===== config.mk =====
export PLATFORM = sky130hd
export DESIGN_NAME = alsu_pipe_flat
export DESIGN_NICKNAME = d
export VERILOG_FILES = /design/src/rtl/alsu_pkg.sv /design/src/rtl/alsu_pipe_if.sv /design/src/rtl/alsu_op_unit.sv /design/src/rtl/alsu_pipe.sv /design/src/flat_wrapper.sv
export SDC_FILE = /design/constraint.sdc
export NUM_CORES = 1
export LEC_CHECK = 0
export ABC_AREA = 1
export BUFFER_PORTS_ARGS = -buffer_cell sky130_fd_sc_hd__clkbuf_2
export CAP_MARGIN = 25
export CORE_MARGIN = 2
export CORE_UTILIZATION = 40
export CTS_BUF_LIST = sky130_fd_sc_hd__clkbuf_16
export DETAILED_ROUTE_END_ITERATION = 6
export PLACE_DENSITY_LB_ADDON = 0.08
export SYNTH_ARGS = -nofsm -noshare
export SYNTH_HDL_FRONTEND = slang
export SYNTH_SLANG_ARGS = --single-unit

===== constraint.sdc =====
create_clock -name clk -period 7.45 [get_ports clk]
set_input_delay 0 -clock clk [delete_from_list [all_inputs] [get_ports clk]]
set_output_delay 0 -clock clk [all_outputs]
set_load 0.005 [all_outputs]

===== src/rtl/alsu_pkg.sv =====
// Shared types for the ALSU pipeline: opcode encoding, per-operation control bundle,
// and the invalid-operation rule.
package alsu_pkg;

    typedef enum logic [2:0] {
        OP_AND   = 3'd0,
        OP_OR    = 3'd1,
        OP_ADD   = 3'd2,
        OP_MUL   = 3'd3,
        OP_SHIFT = 3'd4,
        OP_ROT   = 3'd5,
        OP_INV6  = 3'd6,
        OP_INV7  = 3'd7
    } opcode_e;

    // Operands are carried beside this bundle because their width is per-instance.
    typedef struct packed {
        opcode_e opcode;
        logic    cin;
        logic    serial_in;
        logic    direction;
        logic    red_op_a;
        logic    red_op_b;
        logic    bypass_a;
        logic    bypass_b;
    } alsu_bundle_t;

    function automatic logic is_invalid(input opcode_e op, input logic red_a, input logic red_b);
        return (op == OP_INV6) || (op == OP_INV7) ||
               ((red_a || red_b) && !((op == OP_AND) || (op == OP_OR)));
    endfunction

endpackage


===== src/rtl/alsu_pipe_if.sv =====
// Operation/result handshake bundle for alsu_pipe; master drives operations, slave is the ALSU.
interface alsu_pipe_if #(
    parameter int WIDTH = 3,
    parameter int LED_W = 16
);
    logic                      in_valid;
    logic                      in_ready;
    logic signed [WIDTH-1:0]   A;
    logic signed [WIDTH-1:0]   B;
    logic [2:0]                opcode;
    logic                      cin;
    logic                      serial_in;
    logic                      direction;
    logic                      red_op_A;
    logic                      red_op_B;
    logic                      bypass_A;
    logic                      bypass_B;
    logic                      out_valid;
    logic                      out_ready;
    logic signed [2*WIDTH-1:0] out;
    logic [LED_W-1:0]          leds;
    logic [7:0]                err_cnt;

    modport master (
        output in_valid, A, B, opcode, cin, serial_in, direction,
               red_op_A, red_op_B, bypass_A, bypass_B, out_ready,
        input  in_ready, out_valid, out, leds, err_cnt
    );

    modport slave (
        input  in_valid, A, B, opcode, cin, serial_in, direction,
               red_op_A, red_op_B, bypass_A, bypass_B, out_ready,
        output in_ready, out_valid, out, leds, err_cnt
    );
endinterface


===== src/rtl/alsu_op_unit.sv =====
// Combinational ALSU datapath: result and invalid flag from the S1 operation
// and the currently registered output (used by SHIFT/ROTATE).
module alsu_op_unit
    import alsu_pkg::*;
#(
    parameter int WIDTH          = 3,
    parameter     INPUT_PRIORITY = "A",
    parameter     FULL_ADDER     = "ON"
) (
    input  alsu_bundle_t              bundle,
    input  logic signed [WIDTH-1:0]   a,
    input  logic signed [WIDTH-1:0]   b,
    input  logic signed [2*WIDTH-1:0] cur_out,
    output logic signed [2*WIDTH-1:0] result,
    output logic                      invalid
);
    localparam int OW      = 2 * WIDTH;
    localparam bit PRIO_A  = (INPUT_PRIORITY == "A");
    localparam bit ADD_CIN = (FULL_ADDER == "ON");

    logic signed [OW-1:0] a_ext;
    logic signed [OW-1:0] b_ext;
    logic                 red_pick_a;
    logic                 red_bit;

    assign a_ext = {{WIDTH{a[WIDTH-1]}}, a};
    assign b_ext = {{WIDTH{b[WIDTH-1]}}, b};

    // With both reduction flags set the priority operand wins.
    assign red_pick_a = bundle.red_op_a && (!bundle.red_op_b || PRIO_A);

    always_comb begin
        result  = '0;
        red_bit = 1'b0;
        invalid = is_invalid(bundle.opcode, bundle.red_op_a, bundle.red_op_b);

        if (invalid) begin
            result = '0;
        end else if (bundle.bypass_a || bundle.bypass_b) begin
            if (bundle.bypass_a && bundle.bypass_b)
                result = PRIO_A ? a_ext : b_ext;
            else if (bundle.bypass_a)
                result = a_ext;
            else
                result = b_ext;
        end else begin
            case (bundle.opcode)
                OP_AND: begin
                    if (bundle.red_op_a || bundle.red_op_b) begin
                        red_bit = red_pick_a ? (&a) : (&b);
                        result  = {{(OW-1){1'b0}}, red_bit};
                    end else begin
                        result = a_ext & b_ext;
                    end
                end
                OP_OR: begin
                    if (bundle.red_op_a || bundle.red_op_b) begin
                        red_bit = red_pick_a ? (|a) : (|b);
                        result  = {{(OW-1){1'b0}}, red_bit};
                    end else begin
                        result = a_ext | b_ext;
                    end
                end
                OP_ADD:
                    result = a_ext + b_ext + {{(OW-1){1'b0}}, (ADD_CIN && bundle.cin)};
                OP_MUL:
                    result = a_ext * b_ext;
                OP_SHIFT:
                    result = bundle.direction ? {cur_out[OW-2:0], bundle.serial_in}
                                              : {bundle.serial_in, cur_out[OW-1:1]};
                OP_ROT:
                    result = bundle.direction ? {cur_out[OW-2:0], cur_out[OW-1]}
                                              : {cur_out[0], cur_out[OW-1:1]};
                default:
                    result = '0;
            endcase
        end
    end
endmodule


===== src/rtl/alsu_pipe.sv =====
// Two-stage ALSU with valid/ready on both sides: S1 holds the accepted operation,
// S2 holds the result, LED indicator and saturating invalid-operation counter.
module alsu_pipe
    import alsu_pkg::*;
#(
    parameter int WIDTH          = 3,
    parameter     INPUT_PRIORITY = "A",
    parameter     FULL_ADDER     = "ON",
    parameter int LED_W          = 16
) (
    input  logic         clk,
    input  logic         rst,
    alsu_pipe_if.slave   bus
);
    localparam int OW = 2 * WIDTH;

    logic                    s1_valid;
    alsu_bundle_t            s1_bundle;
    logic signed [WIDTH-1:0] s1_a;
    logic signed [WIDTH-1:0] s1_b;
    alsu_bundle_t            in_bundle;

    logic                    out_valid_q;
    logic signed [OW-1:0]    out_q;
    logic [LED_W-1:0]        leds_q;
    logic [7:0]              err_q;

    logic                    s2_load;
    logic signed [OW-1:0]    op_result;
    logic                    op_invalid;

    // in_ready depends only on pipeline state and out_ready, never on in_valid.
    assign s2_load      = s1_valid && (!out_valid_q || bus.out_ready);
    assign bus.in_ready = !s1_valid || s2_load;

    always_comb begin
        in_bundle           = '0;
        in_bundle.opcode    = opcode_e'(bus.opcode);
        in_bundle.cin       = bus.cin;
        in_bundle.serial_in = bus.serial_in;
        in_bundle.direction = bus.direction;
        in_bundle.red_op_a  = bus.red_op_A;
        in_bundle.red_op_b  = bus.red_op_B;
        in_bundle.bypass_a  = bus.bypass_A;
        in_bundle.bypass_b  = bus.bypass_B;
    end

    always_ff @(posedge clk or posedge rst) begin
        if (rst) begin
            s1_valid  <= 1'b0;
            s1_bundle <= '0;
            s1_a      <= '0;
            s1_b      <= '0;
        end else if (bus.in_ready) begin
            s1_valid <= bus.in_valid;
            if (bus.in_valid) begin
                s1_bundle <= in_bundle;
                s1_a      <= bus.A;
                s1_b      <= bus.B;
            end
        end
    end

    alsu_op_unit #(
        .WIDTH          (WIDTH),
        .INPUT_PRIORITY (INPUT_PRIORITY),
        .FULL_ADDER     (FULL_ADDER)
    ) u_op_unit (
        .bundle  (s1_bundle),
        .a       (s1_a),
        .b       (s1_b),
        .cur_out (out_q),
        .result  (op_result),
        .invalid (op_invalid)
    );

    // out_q keeps its value after consumption so SHIFT/ROTATE chain on it.
    always_ff @(posedge clk or posedge rst) begin
        if (rst) begin
            out_valid_q <= 1'b0;
            out_q       <= '0;
            leds_q      <= '0;
            err_q       <= '0;
        end else if (s2_load) begin
            out_valid_q <= 1'b1;
            out_q       <= op_result;
            if (op_invalid) begin
                leds_q <= ~leds_q;
                if (err_q != 8'hFF)
                    err_q <= err_q + 8'd1;
            end else begin
                leds_q <= '0;
            end
        end else if (bus.out_ready) begin
            out_valid_q <= 1'b0;
        end
    end

    assign bus.out_valid = out_valid_q;
    assign bus.out       = out_q;
    assign bus.leds      = leds_q;
    assign bus.err_cnt   = err_q;
endmodule


===== src/flat_wrapper.sv =====
// flat-port wrapper written by rule: the top's interface ports become plain ports
module alsu_pipe_flat import alsu_pkg::*;
#(
    parameter int WIDTH          = 3,
    parameter     INPUT_PRIORITY = " ",
    parameter     FULL_ADDER     = "  ",
    parameter int LED_W          = 16
)
  (clk, rst, bus_in_valid, bus_A, bus_B, bus_opcode, bus_cin, bus_serial_in, bus_direction, bus_red_op_A, bus_red_op_B, bus_bypass_A, bus_bypass_B, bus_out_ready, bus_in_ready, bus_out_valid, bus_out, bus_leds, bus_err_cnt);
  alsu_pipe_if #(.WIDTH(WIDTH), .LED_W(LED_W)) bus_i ();
  input  logic clk;
  input  logic rst;
  input wire logic [$bits(bus_i.in_valid)-1:0] bus_in_valid;
  input wire logic [$bits(bus_i.A)-1:0] bus_A;
  input wire logic [$bits(bus_i.B)-1:0] bus_B;
  input wire logic [$bits(bus_i.opcode)-1:0] bus_opcode;
  input wire logic [$bits(bus_i.cin)-1:0] bus_cin;
  input wire logic [$bits(bus_i.serial_in)-1:0] bus_serial_in;
  input wire logic [$bits(bus_i.direction)-1:0] bus_direction;
  input wire logic [$bits(bus_i.red_op_A)-1:0] bus_red_op_A;
  input wire logic [$bits(bus_i.red_op_B)-1:0] bus_red_op_B;
  input wire logic [$bits(bus_i.bypass_A)-1:0] bus_bypass_A;
  input wire logic [$bits(bus_i.bypass_B)-1:0] bus_bypass_B;
  input wire logic [$bits(bus_i.out_ready)-1:0] bus_out_ready;
  output wire logic [$bits(bus_i.in_ready)-1:0] bus_in_ready;
  output wire logic [$bits(bus_i.out_valid)-1:0] bus_out_valid;
  output wire logic [$bits(bus_i.out)-1:0] bus_out;
  output wire logic [$bits(bus_i.leds)-1:0] bus_leds;
  output wire logic [$bits(bus_i.err_cnt)-1:0] bus_err_cnt;
  assign bus_i.in_valid = bus_in_valid;
  assign bus_i.A = bus_A;
  assign bus_i.B = bus_B;
  assign bus_i.opcode = bus_opcode;
  assign bus_i.cin = bus_cin;
  assign bus_i.serial_in = bus_serial_in;
  assign bus_i.direction = bus_direction;
  assign bus_i.red_op_A = bus_red_op_A;
  assign bus_i.red_op_B = bus_red_op_B;
  assign bus_i.bypass_A = bus_bypass_A;
  assign bus_i.bypass_B = bus_bypass_B;
  assign bus_i.out_ready = bus_out_ready;
  assign bus_in_ready = bus_i.in_ready;
  assign bus_out_valid = bus_i.out_valid;
  assign bus_out = bus_i.out;
  assign bus_leds = bus_i.leds;
  assign bus_err_cnt = bus_i.err_cnt;
  alsu_pipe #(.WIDTH(WIDTH), .INPUT_PRIORITY(INPUT_PRIORITY), .FULL_ADDER(FULL_ADDER), .LED_W(LED_W)) u_core (.clk(clk), .rst(rst), .bus(bus_i));
endmodule

# Yosys cells after proc, flatten, opt, wreduce, memory -nomap -nowiden
# Index checks and enable logic that the tools add are counted.
[word_totals] regBits=47 output_inout_bits=32
[classes] addsub=2 multipliers=1 n_eq_ne=8 mux=14 bitwise_logic=3 reduce_logical=23
[op_table] cell="$mux 6" n=8
[op_table] cell="$pmux 6 s6" n=1
[op_table] cell="$mux 16" n=1
[op_table] cell="$not 16->16" n=1
[op_table] cell="$eq 3x3->1 const B" n=4
[op_table] cell="$reduce_and 3->1" n=3
[op_table] cell="$add 8x1->8 const B" n=1
[op_table] cell="$ne 8x8->1 const B" n=1
[op_table] cell="$logic_or 1x1->1" n=7
[op_table] cell="$eq 3x2->1 const B" n=2
[op_table] cell="$mul 3x3->6" n=1
[op_table] cell="$reduce_or 3->1" n=2
[op_table] cell="$add 3x3->4" n=1
[op_table] cell="$logic_and 1x1->1" n=4
[op_table] cell="$logic_not 1->1" n=4
[op_table] cell="$mux 1" n=4
[op_table] cell="$and 3x3->3" n=1
[op_table] cell="$eq 3x1->1 const B" n=1
[op_table] cell="$logic_not 3->1" n=1
[op_table] cell="$or 3x3->3" n=1
[op_table] cell="$reduce_and 2->1" n=1
[op_table] cell="$reduce_bool 2->1" n=1

# Longest topological paths before layout
[depth] ltp_word=7 depth_mapped=16 depth_no_buf=16

# Cells and area by module
# A second synthesis with hierarchy kept.
[unflattened] hier_cells=397 area_unflattened_um2=2965.3
[by_module_without_submodules] module="alsu_pipe" n_inst=1 cells_per_inst=223 area_per_inst_um2=1999.4 seq_area_each_um2=1201.2
[by_module_without_submodules] module="alsu_op_unit" n_inst=1 cells_per_inst=174 area_per_inst_um2=965.9 seq_area_each_um2=0.0

# Worst setup path after synthesis
# Ideal clock, no wire load.
[synth_path] path_kind="register to register" start="reg u_core.s1_b[1]" end="reg u_core.out_q[4] (netlist: u_core.bus.out[4])" setup_time_ns=0.117 arrival_time_ns=2.514 setup_slack_ns=4.820 path_stages_with_launch=12 path_buffers=0 synth_period_minus_slack_ns=2.630 cell_sequence="dfrtp_1 ha_1 inv_1 fa_1 fa_1 inv_1 ha_1 fa_1 a22oi_1 nand3_1 nand2_1 nand2_1"
[synth_via] elab_chain_cells=4 word_cells_on_any_way=5 classes_between="add/sub: 1; mul: 1; mux: 3"
[synth_rtl] item="from (decl)" line_no="alsu_pipe.sv:20" source="logic signed [WIDTH-1:0] s1_b;"
[synth_rtl] item="from (signal assigned)" line_no="alsu_pipe.sv:59" source="s1_b <= bus.B;"
[synth_rtl] item="$mul 3x3->6 or $add 3x3->4 (tied branches)" line_no="alsu_op_unit.sv:67, alsu_op_unit.sv:65"
[synth_rtl] item="$pmux 6 s6 *" line_no="alsu_op_unit.sv:47" source="case (bundle.opcode)"
[synth_rtl] item="$mux 6 *" line_no="alsu_op_unit.sv:39" source="end else if (bundle.bypass_a || bundle.bypass_b) begin"
[synth_rtl] item="$mux 6 *" line_no="alsu_op_unit.sv:37" source="if (invalid) begin"
[synth_rtl] item="to (signal assigned)" line_no="alsu_pipe.sv:86" source="out_q <= op_result;"
[synth_rtl] item="to (decl)" line_no="alsu_pipe.sv:24" source="logic signed [OW-1:0] out_q;"
# Mark *: on every way between the ends. The rest lies on a longest branch, timed or not.
# A chain may end at the register's enable or synchronous reset.

# Worst setup path in the final report
# Ends and elaborated chain as after synthesis.

==> impl_results.md <==
- Initial Util: 41.0%
- Synthesized Nets: between 300 and 400
- Largest family of logic cells by synthesized area: simple AND/OR/NAND/NOR gates
- Initial antenna violation count: 0
- Kind of critical path: register to register
- Seq/Total Area, Yosys: 42.7%
- Dominant synthesized flop cell: dfrtp_1
- Max Cap Viol: 0
- Run status: completed
- Clock transition at path regs: 0.07 ns
- Placement Cell Area: roughly 3100 um^2
- # DRC: 0
- First-pass GRT wire length: 10400 um
- Max FO, Critical Path: 8
- Most common cell in the netlist: nand2_1
- Grt total ovfl: 0
- Final min period: 2.84 ns
- Post-CTS Setup Inserts: 0
- TritonCTS buffer count: 5
- Drt via density: approximately 4.8
- Final ANT Viol Nets: 0
- Clk sinks: 47
- Overall Global Routing Usage: 17.2%
- Area Growth Syn to Fin: 25.8%
- XOR/XNOR Fraction of Synth Area: 2.55%
- Vias in the first global route: 2274
- CP cell instances: ha_1 -> inv_1 -> fa_1 -> fa_1 -> inv_1 -> ha_1 -> fa_1 -> a22oi_1 -> nand3_1 -> nand2_1 -> nand2_1
- Yosys warns: 0
- Die W: about 87 um
- Fin. Hold Viols: 0
- CP max stage delay: 0.48 ns
- Synth Area in Compound Gates: 10.5%
- Syn Area/Cell: 8.07 um^2
- Max IR drop VDD: 0.184 mV
- Worst-margin pin slew: 0.757 ns
- WP data arrival: roughly 3.0 ns
- Synth area leaders: dfrtp_1, nand2_1, ha_1
- CTS tree: done
- Distinct cells, synth: 33
- Synthesized area: 2750 um^2
- Worst setup EP type: register
- RSZ-0062 raised after global routing: no
- Synth cell count leaders: nand2_1, dfrtp_1, inv_1, nor2_1, nand3_1
- Worst-Skew Late Latency: 0.29 ns
- Required time worst endpoint: approximately 7.6 ns
- Final Cell Area: about 3500 um^2
- Pre-antenna DRT Iters: 4
- DIE AREA: 7560 um^2
- Crit start category: register
- Iter 0 DRT Violations: 104
- Crit path max-delay family: adder cells
- Register Area: about 1200 um^2
- Yosys top cell by area: dfrtp_1
- Synth Area in Adders: 9.55%
- Area of the core: between 6000 and 7000 um^2
- Hold Path Class: input pin to asynchronous set/reset pin
- Worst Path Buf+Inv: 2
- I/O pins: 52
- Post-CTS Hold Buffers: 17
- Mux contribution to synthesized area: under 10%
- Cell mode on critical path: fa_1
- Slew Limit Fails: 0
- Diodes inserted: 0
- Wire per inst: 12.3 um
- IO buf count: 50
- Power Total: 1.06 mW
- Via count: 2371
- CTS Buffer Depth: 2
- Slew margin rel.: about half
- Filler instances: 657
- Cells after Synth: 341
- Post_cts resized: 0
- Pin count of the biggest net entering global routing: 48
- Max Clock Freq: around 350 MHz
- Leakage: 1.82 nW
- Post-Route WL: 6020 um
- H-Tree Depth: 2
- EDFF count, synth: 0
- Dpl hpwl: approximately 4400 um
- Critical path's slowest cell: dfrtp_1
- Setup violations, final: 0
- Setup Total Neg Slack: 0 ns
- Async SR Flop Fraction: between 90% and 100%
- Final #Nets: approximately 450
- Row Count: 30
- Worst Skew: roughly 0.0032 ns
- Final Cycle Share: 38.2%
- GP Congestion: roughly 0.88
- Clk Tree Root Cell: clkbuf_16
- Area of the multi-input gates: approximately 1400 um^2
- Die height: 87.0 um
- Synth top area share: 42.7%
- Simple-gate share of the synthesized area: about a quarter
- Share of post-route cells with drive strength above 1: 19.7%
- Pwr dens: 307 nW/um^2
- Yosys reg bits: 47
routing by layer:
| metal | GRT usage (%) | wire (um) | vias to the layer above |
|---|---|---|---|
| li1 | - | - | 1225 |
| met1 | 23.3 | 2820 | 1107 |
| met2 | 28.2 | 2940 | 34 |
| met3 | 3.03 | 192 | 5 |
| met4 | 4.83 | 63 | 0 |
| met5 | 0 | 0 | - |
final cells by class:
type,count,area share (%)
Inverter,47,5.17
Sequential cell,47,34.0
Clock buffer,5,3.61
Clock inverter,3,2.06
Multi-Input combinational cell,241,39.6
Timing Repair Buffer,68,12.7
Tap cell,80,2.89
per-stage QoR:
step	setup WS (ns)	std cells	util [%]	hold WS (ns)
after floorplan	4.82	341	-	0.140
after global placement	4.62	465	45.8	0.235
after detailed placement	4.59	465	45.8	0.237
after CTS	4.57	490	51.2	0.274
after global routing	4.36	491	51.5	0.121
final	4.61	491	51.5	0.114
where the power goes:
group | total, mW | leakage, nW | switching, mW | internal (mW)
sequential | 0.409 | 0.572 | 0.0758 | 0.333
combinational | 0.357 | 1.15 | 0.196 | 0.161
clock | 0.296 | 0.0959 | 0.101 | 0.195
path summary, 6_finish.rpt:
path                       slack (ns)                      startpoint                         endpoint  cells after the start
min in group clk                 0.26                    bus_in_valid      u_core.s1_valid$_DFFE_PP0N_                      3
hold reg to reg                  0.48  u_core.bus.leds[8]$_DFFE_PP0P_   u_core.bus.leds[8]$_DFFE_PP0P_                      1
max in group asynchronous        6.89                             rst       u_core.s1_a[1]$_DFFE_PP0P_                      4
setup / recovery                 4.61      u_core.s1_b[1]$_DFFE_PP0P_    u_core.bus.out[4]$_DFFE_PP0P_                     11
hold / removal                   0.11                             rst  u_core.bus.leds[11]$_DFFE_PP0P_                      3
setup reg to reg                 4.61      u_core.s1_b[1]$_DFFE_PP0P_    u_core.bus.out[4]$_DFFE_PP0P_                     11
cells by family (layout without fill, tap and decap cells):
| family | Yosys count | in the layout |
|---|---|---|
| compound gates | 50 | 50 |
| flops | 47 | 47 |
| mux | 3 | 3 |
| buf+inv | 53 | 123 |
| xor+xnor | 8 | 8 |
| simple gates | 162 | 162 |
| fa+ha+maj | 18 | 18 |
registers in the layout (all words and copies together), names as in the netlist:
register / cells
u_core.s1_a: 3
u_core.bus.out: 6
u_core.s1_bundle: 9
u_core.bus.err_cnt: 8
u_core.s1_valid: 1
u_core.s1_b: 3
u_core.bus.leds: 16
u_core.bus.out_valid: 1
worst reg2reg max path: stages (launching register included):
cell	delay, ns
dfrtp_1	0.48
ha_1	0.25
inv_1	0.12
fa_1	0.46
fa_1	0.40
inv_1	0.07
ha_1	0.15
fa_1	0.42
a22oi_1	0.19
nand3_1	0.08
nand2_1	0.09
nand2_1	0.05
layout by cell type, fill, tap and decap left out, types with 2 or more instances in the layout:
master         count
o21ai_1           11
nor2_2             4
nand2_1           87
dfrtp_1           47
xnor2_1            3
o211ai_1           2
nor3_1             3
inv_2              4
a22oi_1            2
bufinv_16          2
nand3_1           24
dlygate4sd3_1     17
inv_1             42
mux2_2             3
clkbuf_2          50
xor2_1             5
a21oi_1           19
o22ai_1            2
fa_1               5
o21ai_2            2
nor2_1            30
clkbuf_16          5
o21ai_0           10
nand2_2            2
ha_1              13
nand4_1            6
Power figures use the tool's default switching activity.
